`config.mk`:
```
export PLATFORM = sky130hd
export DESIGN_NAME = gate_ctrl
export DESIGN_NICKNAME = d
export VERILOG_FILES = /design/src/rtl/gate_ctrl.sv
export SDC_FILE = /design/constraint.sdc
export NUM_CORES = 1
export LEC_CHECK = 0
export CAP_MARGIN = 20
export CELL_PAD_IN_SITES_DETAIL_PLACEMENT = 1
export CELL_PAD_IN_SITES_GLOBAL_PLACEMENT = 1
export CORE_MARGIN = 1.5
export CORE_UTILIZATION = 44
export DETAILED_ROUTE_END_ITERATION = 12
export PLACE_DENSITY = 0.77
export SETUP_SLACK_MARGIN = 0.2
export SLEW_MARGIN = 20
export SYNTH_ARGS = -nofsm -noshare
export SYNTH_HDL_FRONTEND = slang
export SYNTH_SLANG_ARGS = --single-unit
```
`constraint.sdc`:
```
create_clock -name clk_i -period 3.92 [get_ports clk_i]
set_clock_uncertainty 0.15 [all_clocks]
set_input_delay 1.176 -clock clk_i [delete_from_list [all_inputs] [get_ports clk_i]]
set_output_delay 1.176 -clock clk_i [all_outputs]
set_load 0.05 [all_outputs]
```
`src/rtl/gate_ctrl.sv`:
```
// gate_ctrl: measurement sequencer for the frequency meter. Holds the gate
// period written byte-wise over SPI, runs back-to-back gate windows aligned
// to measured-signal edges, and strobes clear/enable/latch into the counter
// datapath. The latch is deferred while an SPI result read is active.
module gate_ctrl #(
    parameter int unsigned ARM_TMO = 50_000_000
) (
    input  logic       clk_i,
    input  logic       rst_n_i,
    input  logic       reg_wr_en_i,
    input  logic [1:0] reg_wr_addr_i,
    input  logic [7:0] reg_wr_data_i,
    input  logic       reg_rd_en_i,
    input  logic       sig_edge_i,
    output logic       gate_en_o,
    output logic       cnt_clr_o,
    output logic       cnt_latch_o,
    output logic       data_rdy_o,
    output logic       busy_o,
    output logic       timeout_o
);

    typedef enum logic [2:0] {
        S_IDLE,
        S_CLEAR,
        S_ARM,
        S_GATE,
        S_WAIT_END,
        S_LATCH
    } state_t;

    localparam logic [31:0] TMO_LAST = 32'(ARM_TMO - 1);

    state_t      state_q, state_d;
    logic [31:0] shd_q, shd_d;
    logic [31:0] per_q, per_d;
    logic [31:0] tmr_q, tmr_d;
    logic [31:0] tmo_cnt_q, tmo_cnt_d;
    logic        rd_en_q, rd_en_d;
    logic        gate_en_q, gate_en_d;
    logic        cnt_clr_q, cnt_clr_d;
    logic        cnt_latch_q, cnt_latch_d;
    logic        data_rdy_q, data_rdy_d;
    logic        busy_q, busy_d;
    logic        timeout_q, timeout_d;

    logic        restart;
    logic        rd_rise;
    logic        tmo_hit;

    assign rd_rise = reg_rd_en_i & ~rd_en_q;
    assign tmo_hit = (tmo_cnt_q == TMO_LAST);

    // Byte-wise shadow of the gate period; the top byte commits and restarts.
    always_comb begin
        shd_d   = shd_q;
        per_d   = per_q;
        restart = 1'b0;
        if (reg_wr_en_i) begin
            case (reg_wr_addr_i)
                2'd0: shd_d[7:0]   = reg_wr_data_i;
                2'd1: shd_d[15:8]  = reg_wr_data_i;
                2'd2: shd_d[23:16] = reg_wr_data_i;
                default: begin
                    shd_d[31:24] = reg_wr_data_i;
                    per_d        = {reg_wr_data_i, shd_q[23:0]};
                    restart      = 1'b1;
                end
            endcase
        end
    end

    // Sequencer next state; outputs are registered from the next state.
    always_comb begin
        state_d     = state_q;
        tmr_d       = tmr_q;
        tmo_cnt_d   = tmo_cnt_q;
        rd_en_d     = reg_rd_en_i;
        cnt_latch_d = 1'b0;
        timeout_d   = timeout_q;
        data_rdy_d  = data_rdy_q;

        case (state_q)
            S_IDLE: begin
                if (per_q != 32'd0) state_d = S_CLEAR;
            end
            S_CLEAR: begin
                tmo_cnt_d = 32'd0;
                state_d   = S_ARM;
            end
            S_ARM: begin
                if (sig_edge_i) begin
                    tmr_d   = per_q - 32'd1;
                    state_d = S_GATE;
                end else if (tmo_hit) begin
                    timeout_d = 1'b1;
                    state_d   = S_CLEAR;
                end else begin
                    tmo_cnt_d = tmo_cnt_q + 32'd1;
                end
            end
            S_GATE: begin
                // An edge during the final GATE cycle is deliberately ignored.
                if (tmr_q == 32'd0) begin
                    tmo_cnt_d = 32'd0;
                    state_d   = S_WAIT_END;
                end else begin
                    tmr_d = tmr_q - 32'd1;
                end
            end
            S_WAIT_END: begin
                if (sig_edge_i) begin
                    state_d = S_LATCH;
                end else if (tmo_hit) begin
                    timeout_d = 1'b1;
                    state_d   = S_CLEAR;
                end else begin
                    tmo_cnt_d = tmo_cnt_q + 32'd1;
                end
            end
            S_LATCH: begin
                // First LATCH cycle with the read idle issues the strobe; the
                // cycle carrying the strobe then moves on to CLEAR.
                if (cnt_latch_q) begin
                    state_d = S_CLEAR;
                end else if (!reg_rd_en_i) begin
                    cnt_latch_d = 1'b1;
                    timeout_d   = 1'b0;
                end
            end
            default: state_d = S_IDLE;
        endcase

        if (restart) begin
            state_d     = (per_d != 32'd0) ? S_CLEAR : S_IDLE;
            cnt_latch_d = 1'b0;
            timeout_d   = 1'b0;
        end

        if (cnt_latch_d) begin
            data_rdy_d = 1'b1;
        end else if (rd_rise) begin
            data_rdy_d = 1'b0;
        end
    end

    // Registered output decode from the next state.
    always_comb begin
        gate_en_d = (state_d == S_GATE) || (state_d == S_WAIT_END);
        cnt_clr_d = (state_d == S_CLEAR);
        busy_d    = (state_d != S_IDLE);
    end

    // State, configuration and output registers.
    always_ff @(posedge clk_i or negedge rst_n_i) begin
        if (!rst_n_i) begin
            state_q     <= S_IDLE;
            shd_q       <= 32'd0;
            per_q       <= 32'd0;
            tmr_q       <= 32'd0;
            tmo_cnt_q   <= 32'd0;
            rd_en_q     <= 1'b0;
            gate_en_q   <= 1'b0;
            cnt_clr_q   <= 1'b0;
            cnt_latch_q <= 1'b0;
            data_rdy_q  <= 1'b0;
            busy_q      <= 1'b0;
            timeout_q   <= 1'b0;
        end else begin
            state_q     <= state_d;
            shd_q       <= shd_d;
            per_q       <= per_d;
            tmr_q       <= tmr_d;
            tmo_cnt_q   <= tmo_cnt_d;
            rd_en_q     <= rd_en_d;
            gate_en_q   <= gate_en_d;
            cnt_clr_q   <= cnt_clr_d;
            cnt_latch_q <= cnt_latch_d;
            data_rdy_q  <= data_rdy_d;
            busy_q      <= busy_d;
            timeout_q   <= timeout_d;
        end
    end

    assign gate_en_o   = gate_en_q;
    assign cnt_clr_o   = cnt_clr_q;
    assign cnt_latch_o = cnt_latch_q;
    assign data_rdy_o  = data_rdy_q;
    assign busy_o      = busy_q;
    assign timeout_o   = timeout_q;

endmodule
```
==> results.ini <==
[outcome]
status=complete, no violations

[finish]
layout.core_utilization_pct=51.92
multi_input_area_um2=4239
drive_above_1_share_pct=12.64
diodes=0
area.sequential_um2=3253
layout_commonest_cell=sky130_fd_sc_hd__nand2_1
filler_cell_count=1992
layout.cells.most_common_list=sky130_fd_sc_hd__nand2_1 (140), sky130_fd_sc_hd__dfrtp_1 (130), sky130_fd_sc_hd__a21oi_1 (58)
syn_to_final_growth_pct=15.77
num-nets-final=922

[synthesis]
post_synth_and_or_nand_nor_area_fraction_pct=28.21
post_synthesis_mux_area_share_pct=8.012
synth.net_count=901
ys_seq_elements=130
number_of_synthesis_warnings=0
synth.yosys.seq_area_share_pct=42.08
synth_area_leader_cell=sky130_fd_sc_hd__dfrtp_1
ys_async_sr_fraction_pct=100.0
synth_top_cells_by_area=sky130_fd_sc_hd__dfrtp_1 (42%), sky130_fd_sc_hd__nand2_1 (6.8%), sky130_fd_sc_hd__mux2_2 (4.5%)
synth-xor-area-share_pct=0.3399
synth_adder_area_share_pct=0.3237
synth-main-ff-cell=sky130_fd_sc_hd__dfrtp_1
synth_top_area_share_pct=42.08
synth-edff-count=0
synthCells=884
synth_compound_gate_area_share_pct=17.43
main_combinational_cell_family_by_area_after_synthesis=simple AND/OR/NAND/NOR gates
library_cells_used_by_synthesis=65
synth_area_per_cell_um2=8.744
netlist_area_um2=7730

[pwr]
p_sw_share_pct=44.39
pwr_density_cell_nw_per_um2=691.4
pwr-share-comb_pct=39.3
power.net_switching_mw=2.747
seqPwrFrac_pct=35.0
peakVddDrop_uv=372.5
share_of_total_power_in_the_clock_network_pct=25.7
totalPowerFinal_mw=6.187
power.static_leakage_nw=3.649
internal_power_mw=3.441

[cts]
tritoncts=done
clock_sinks=130
cts_buffer_depth=2
cts.reportedPaths.clkPinSlew_ns=0.07
cts-hold-fix-buffers=0
cts.htree.levels=4
cts-buffers-inserted=17
clock_latency_ns=0.44
root_buffer=sky130_fd_sc_hd__clkbuf_16

[timing]
post-route-period-util_pct=93.73
max_slew_margin_pct=40.37
timing.final.setup_violations=0
tightestPinTransition_ns=0.8862
timing.final.hold_violations=0
max_freq_ghz=0.2722
rsz0062_at_grt=no
whs_ns=0.3701
report.final.slew_viol_count=0
post-route-min-period_ns=3.674

[die]
count_of_standard_cell_rows=48
core_um2=17240
io_pins=21
initial_utilization_pct=44.85
die_h_um=135.5
fp.dieArea_um2=18370
floorplan.die.width_um=135.5

[setup_path]
timing.critical_path.fanout_max=5
worst-setup-path-type=input pin to flop
critPathLaunchType=input pin
category_of_the_worst_setup_path_capture_point=flop
startpoint=reg_wr_addr_i[1]
worst_ep_arrival_time_ns=3.84
critical_path_required_ns=4.08
timing.rr.start=tmr_q[21]$_DFFE_PN0P_

[global_route]
antenna_found_initial=0
grt_use_total_pct=29.52
vias_in_the_first_global_route=7759
global_route.overflow_total=0
maximum_number_of_pins_on_one_net_before_global_route_repair=84
grt_pass1_wl_um=42230

[route]
postRouteWirelength_um=25820
drtPass1Iterations=6
drt_drc_violations_left=0
detailroute.via_count=7485
via_count_normalized_by_instance_count=6.549
dr.first_iter.drc_count=560
avgRoutedWirePerCell_um=22.59
postRouteAntennaNets=0

[placed_design]
place.detailed.hpwl_um=17810
io_buffers=20
gp_routability_congestion=0.8677

[min_path]
hold_path_class=flop to flop
hold_start=rd_en_q$_DFF_PN0_

[run]
maxCapViolations=0

per-layer routing:
| layer | vias to the layer above | track usage [%] | routed length (um) |
|---|---|---|---|
| li1 | 3373 | - | - |
| met1 | 3834 | 39.77 | 11480 |
| met2 | 231 | 46.81 | 12320 |
| met3 | 47 | 6.697 | 1497 |
| met4 | 0 | 10.10 | 522 |
| met5 | - | 0 | 0 |
state kept, by name (all words and copies together) (netlist names), 3 cells and up:
name	cells
shd_q	24
tmr_q	32
per_q	32
tmo_cnt_q	32
state_q	3
final timing paths:
kind,slack (ns),to,cells past startpoint
min in group asynchronous,0.58,tmr_q[23]$_DFFE_PN0P_,1
worst max-delay path,0.25,busy_o$_DFF_PN0_,7
worst min-delay path,0.37,data_rdy_o$_DFFE_PN0P_,2
worst min register to register,0.37,data_rdy_o$_DFFE_PN0P_,2
max in group asynchronous,2.23,per_q[15]$_DFF_PN0_,2
worst max register to register,0.67,tmr_q[21]$_DFFE_PN0P_,7
power groups by stage:
stage                     Clock, mW  Combinational (mW)  Sequential [mW]
after global placement            0                2.23             2.13
after detailed placement          0                2.37             2.16
after floorplan                   0                1.61             2.02
final                          1.59                2.43             2.17
after CTS                      1.61                2.41             2.14
after global routing           1.65                2.65             2.21
synth_stat cells (all sizes together), types with 9 or more instances:
master,instances
o21ai,43
or3,16
nand3,29
inv,14
mux2,33
nor3,35
nand4,31
nand2,140
mux2i,24
o31ai,23
clkbuf,44
or4,23
buf,11
and2,9
a31oi,17
nand2b,16
nor4,26
and3,12
nor2,40
a21oi,58
dfrtp,130
cell type report:
cell class / instances / area share, %
Tap cell: 225 / 3.146
Inverter: 15 / 0.6292
Multi-Input combinational cell: 684 / 47.37
Timing Repair Buffer: 57 / 5.956
Sequential cell: 130 / 36.35
Clock buffer: 17 / 4.754
Clock inverter: 15 / 1.790
kinds of logic (layout without fill, tap and decap cells):
kind of cell    Yosys count  count (layout)
buf+inv                  70             104
mux                      57              57
xor+xnor                  3               3
flops                   130             130
simple gates            415             415
compound gates          207             207
fa+ha+maj                 2               2
metrics by stage:
stage | TNS [ns] | setup slack [ns] | instances | cell area [um2]
4_1_cts | 0 | 0.2244 | 1143 | 8941
2_1_floorplan | 0 | 0.2037 | 884 | 7741
3_3_place_gp | -0.3888 | -0.2151 | 1111 | 8342
6_report | 0 | 0.2458 | 1143 | 8949
5_1_grt | 0 | 0.2002 | 1143 | 8949
3_5_place_dp | -0.7618 | -0.3469 | 1111 | 8342
timing repair:
action	CTS	global route
gates resized for setup	3	2
setup endpoints to repair	2	1
setup buffers	0	0
critical path, stage by stage:
cell and delay [ns]:
sky130_fd_sc_hd__clkdlybuf4s50_1 0.49, sky130_fd_sc_hd__and3_4 0.25, sky130_fd_sc_hd__mux2_2 0.38, sky130_fd_sc_hd__nor4_2 0.26, sky130_fd_sc_hd__or4b_1 0.48, sky130_fd_sc_hd__o41a_1 0.44
sky130_fd_sc_hd__or3_1 0.36
No activity file was read; power rests on OpenSTA's default activity.
